==> src/rtl/qam_nco_quad.sv <==
// qam_nco_quad: phase-accumulator NCO with a folded quarter-wave table producing quadrature carriers
module qam_nco_quad #(
  parameter int PHASE_W = 16,
  parameter int LUT_W = 8,
  parameter int DATA_W = 8
) (
  input  logic               Clk,
  input  logic               Rst,
  input  logic               en,
  input  logic               sync_clr,
  input  logic [PHASE_W-1:0] phase_inc,
  input  logic [PHASE_W-1:0] phase_offset,
  output logic [DATA_W-1:0]  sin_out,
  output logic [DATA_W-1:0]  cos_out,
  output logic               out_valid
);
  localparam int N = 2 ** LUT_W;
  localparam longint A = longint'(2 ** (DATA_W - 1) - 1);
  localparam longint HALF_PI_Q30 = 64'sd1686629713;
  if (PHASE_W < LUT_W + 2) begin : g_bad_params
    $error("PHASE_W must be at least LUT_W+2");
  end
  function automatic logic [DATA_W-1:0] quarter_sine(input int k);
    longint x, t, s;
    x = HALF_PI_Q30 * longint'(k) / longint'(N);
    t = x;
    s = x;
    for (int n = 1; n < 10; n++) begin
      t = -((((t * x) >>> 30) * x) >>> 30) / longint'(4 * n * n + 2 * n);
      s = s + t;
    end
    s = (A * s + (longint'(1) <<< 29)) >>> 30;
    return s[DATA_W-1:0];
  endfunction
  logic [DATA_W-1:0] q_tab [N+1];
  for (genvar k = 0; k <= N; k++) begin : g_tab
    assign q_tab[k] = quarter_sine(k);
  end
  logic [PHASE_W-1:0] acc, base, ph0;
  logic [1:0] quad;
  logic [LUT_W-1:0] a;
  logic [LUT_W:0] idx_s, idx_c;
  logic [DATA_W-1:0] mag_s, mag_c;
  logic neg_s, neg_c, v0, v1;
  logic unused_ph;
  assign base = sync_clr ? '0 : acc;
  assign quad = ph0[PHASE_W-1 -: 2];
  assign a = ph0[PHASE_W-3 -: LUT_W];
  assign idx_s = quad[0] ? (LUT_W+1)'(N) - {1'b0, a} : {1'b0, a};
  assign idx_c = quad[0] ? {1'b0, a} : (LUT_W+1)'(N) - {1'b0, a};
  assign unused_ph = ^ph0;
  // stage 0: advance the accumulator and latch the offset phase of the launched sample
  always_ff @(posedge Clk or posedge Rst)
    if (Rst) begin
      acc <= '0;
      ph0 <= '0;
      v0 <= 1'b0;
    end else begin
      acc <= base + (en ? phase_inc : '0);
      if (en) ph0 <= base + phase_offset;
      v0 <= en;
    end
  // stage 1: quarter-wave lookups for sine and for the quadrant-advanced cosine
  always_ff @(posedge Clk or posedge Rst)
    if (Rst) begin
      mag_s <= '0;
      mag_c <= '0;
      neg_s <= 1'b0;
      neg_c <= 1'b0;
      v1 <= 1'b0;
    end else begin
      mag_s <= q_tab[idx_s];
      mag_c <= q_tab[idx_c];
      neg_s <= quad[1];
      neg_c <= quad[1] ^ quad[0];
      v1 <= v0;
    end
  // stage 2: apply signs and hold outputs across bubbles
  always_ff @(posedge Clk or posedge Rst)
    if (Rst) begin
      sin_out <= '0;
      cos_out <= '0;
      out_valid <= 1'b0;
    end else begin
      if (v1) begin
        sin_out <= neg_s ? -mag_s : mag_s;
        cos_out <= neg_c ? -mag_c : mag_c;
      end
      out_valid <= v1;
    end
endmodule

==> config.mk <==
export PLATFORM = sky130hd
export DESIGN_NAME = qam_nco_quad
export DESIGN_NICKNAME = d
export VERILOG_FILES = /design/src/rtl/qam_nco_quad.sv
export SDC_FILE = /design/constraint.sdc
export NUM_CORES = 1
export LEC_CHECK = 0
export ABC_AREA = 1
export BUFFER_PORTS_ARGS = -buffer_cell sky130_fd_sc_hd__clkbuf_2
export CAP_MARGIN = 30
export CELL_PAD_IN_SITES_DETAIL_PLACEMENT = 1
export CELL_PAD_IN_SITES_GLOBAL_PLACEMENT = 2
export CORE_MARGIN = 1
export CORE_UTILIZATION = 34
export CTS_BUF_LIST = sky130_fd_sc_hd__clkbuf_4
export DETAILED_ROUTE_END_ITERATION = 10
export HOLD_SLACK_MARGIN = 0.02
export MAX_ROUTING_LAYER = met4
export PLACE_DENSITY_LB_ADDON = 0.1
export SYNTH_ARGS = -nofsm -noshare
export SYNTH_HDL_FRONTEND = slang
export SYNTH_SLANG_ARGS = --single-unit
==> constraint.sdc <==
create_clock -name Clk -period 3.38 [get_ports Clk]
set_input_delay 0.169 -clock Clk [delete_from_list [all_inputs] [get_ports Clk]]
set_output_delay 0.169 -clock Clk [all_outputs]
set_load 0.01 [all_outputs]
==> metrics.txt <==
status=completed; first-pass GRT wire length=40.5 mm; Least-Margin Pin Slew=0.882 ns; clk sinks=61; met2 Use GR=41.7%; critical path class=reg2reg; R2R Setup Slk=0.73 ns; clock-pin slew on the worst setup and hold paths=0.14 ns; Clock power frac=8.0%; Starting Density=34.9%; P&R area growth vs syn=8.49%; Hold Crit Class=in2reg; count of pins over their slew limit=0; CTS Buffer Depth=2; gr ovfl total=0; Placeable Area=20300 um2; FF-to-FF End=mag_c[1]$_DFF_PP0_; IO Count=53; # Max-Cap Violations=0; final core occ=37.8%; total negative slack=0 ns; Min Clock Period, post-route=2.65 ns; DIE AREA=21400 um2; num rows=52; FF-to-FF path depth=15; hold_sp=phase_inc[5]; Top FF cell, synth=dfrtp_1; CP endpoint=mag_c[1]$_DFF_PP0_; final setup vio count=0; Crit. End Element=flop; synth warn=0; Net Count, Synth=1260; skew final=0.0296 ns; initial antenna violation count=2; GR Util met3=3.06%; root buffer cell=clkbuf_4; CP startpoint=ph0[7]$_DFFE_PP0P_; fraction of layout instances using a drive strength above 1=11.1%; DRC errors left=0; Via density=5.12; reg2reg start=ph0[7]$_DFFE_PP0P_; Worst Path Arrival=3.04 ns; GRT busiest layer=met2; RSZ-0062 raised after global routing=no; vias in the first global route=7802; fin nets=1299; H-tree Lvls=3; Flop pwr share=17.5%; Distinct cells, synth=45; Slew headroom=41.2%; DP HPWL=18.7 mm; initial drt markers=355; Global Route Usage Sum=24.2%; hold depth=5; GPL Wtd Cong=0.899; antenna viol nets, final=0; largest net degree at the start of global routing=62; Post-Syn Instances=1181; CP Launch Type=flop; Worst Path Required=3.77 ns; FMAX=377 MHz; sequential area share after synthesis=21.6%; Clock Latency Late Sink=0.46 ns; fill count=2794; CTS tree=done; DR pass1 iterations=5; CP max FO=9; Chip Height=146 um; chip width=146 um; asr flop ratio synth=100%; Syn Std Cell Area=7080 um2; Logic pwr share=74.5%; Pint=2.90 mW; Switching Fraction=59.0%; final hold violations=0; Pwr Density=922 nW/um2; Syn Area/Cell=5.99 um2; Routed WL per cell=16.1 um; leak pwr=4.27 nW; Peak VDD IR=0.252 mV; EDFF count, synth=0; IO buf count=52; met1 GRT Util=29.8%; clock buffer count from CTS=9; NetSw=4.18 mW; routed vias=7671; Final Cycle Share=78.5%; synthesized flop and latch total=61; final WL=24.1 mm; Setup Fix Bufs, Post-CTS=0
==> power groups by stage <==
stage	logic, mW	registers [mW]	clock network (mW)
2_1_floorplan	4.04	1.21	0
3_3_place_gp	5.25	1.25	0
3_5_place_dp	5.24	1.26	0
4_1_cts	5.26	1.24	0.592
5_1_grt	5.99	1.28	0.617
6_report	5.27	1.24	0.566
==> area by class of cell <==
class                           instances  area, um2  area share [%]
Multi-Input combinational cell        950       4780            62.3
Sequential cell                        61       1530            19.9
Inverter                              130        493            6.42
Timing Repair Buffer                   68        388            5.05
Tap cell                              270        338            4.40
Clock inverter                          7       75.1           0.978
Clock buffer                            9       67.6           0.880
Antenna cell                            2       5.00          0.0652
==> stage by stage <==
stage / worst slack (ns) / instance area [um2] / hold slack, ns / total power [mW] / cells
after floorplan: 1.02 / 7080 / 0.200 / 5.25 / 1181
after global placement: 0.784 / 7500 / 0.337 / 6.49 / 1476
after detailed placement: 0.778 / 7500 / 0.363 / 6.50 / 1476
final: 0.726 / 7680 / 0.0793 / 7.08 / 1497
after global routing: 0.498 / 7680 / 0.0713 / 7.89 / 1497
after CTS: 0.756 / 7670 / 0.0423 / 7.10 / 1495
==> worst min path at each step <==
stage / slack, ns / end
6_report: 0.08 / acc[5]$_DFF_PP0_
5_1_grt: 0.07 / acc[15]$_DFF_PP0_
4_1_cts: 0.04 / acc[5]$_DFF_PP0_
3_5_place_dp: 0.36 / v1$_DFF_PP0_
3_3_place_gp: 0.34 / v1$_DFF_PP0_
2_1_floorplan: 0.20 / v0$_DFF_PP0_
==> synthesized netlist by cell type (6+ instances only) <==
master	instances	area share (%)
nor3_1	8	0.57
a21oi_1	50	3.5
ha_1	43	7.6
o211ai_1	6	0.64
nand3_1	169	12
o21ai_1	13	0.92
nand2_1	433	23
inv_1	115	6.1
inv_2	12	0.64
o21ai_0	56	4.0
buf_6	8	1.3
nand2_2	21	1.9
buf_2	14	0.99
o31ai_1	8	0.85
nor2_1	70	3.7
dfrtp_1	61	22
buf_4	12	1.3
xor2_1	25	3.1
==> registers in the layout, indices dropped and copies added, names as in the netlist <==
signal	cells
sin_out	8
neg_s	1
mag_c	7
out_valid	1
mag_s	7
cos_out	8
acc	16
neg_c	1
v0	1
ph0	10
v1	1
==> layer usage <==
metal / up-vias / part of all wire [%]
met5: - / 0
met4: 0 / 1.3
met3: 18 / 2.9
met2: 135 / 50
met1: 3618 / 46
li1: 3900 / -
==> cells in the final DEF, fill, tap and decap left out, types with 3 or more instances in the layout <==
master and n:
nand4_1 5, o31ai_1 8, nor2_1 70, dlygate4sd3_1 3, a31oi_1 4, xor2_1 25, dfrtp_1 61, clkbuf_4 9
xnor2_1 5, o21ai_0 56, nand2_1 433, inv_1 114, a21oi_1 50, o211ai_1 6, o21ai_1 13, clkinv_4 3
nand3_1 169, ha_1 43, nand2_2 21, clkbuf_2 52, buf_4 13, nand3_2 4, inv_2 13, nand2_4 4
o21bai_1 3, nor3_1 8
==> critical path, stage by stage, from the launching register on <==
cell	delay, ns
dfrtp_1	0.44
inv_1	0.10
ha_1	0.30
inv_1	0.06
o21ai_4	0.33
inv_1	0.21
ha_1	0.28
inv_1	0.10
nand2_1	0.13
nand2_1	0.19
nand3_1	0.10
nand2_1	0.11
nand2_1	0.05
nand3_1	0.09
a21oi_1	0.06
nand2_1	0.06
==> cell families after synthesis <==
group           after synthesis  share of synthesized area (%)
compound gates              151                           11.9
xor+xnor                     30                           3.71
fa+ha+maj                    43                           7.60
buf+inv                     170                           10.8
flops                        61                           21.6
simple gates                726                           44.4
==> timing repair <==
action / in CTS / in global routing
hold buffers: 3 / 0
gates resized for setup: 0 / 0
hold endpoints to repair: 63 / 0
(Power assumes the default switching activity.)
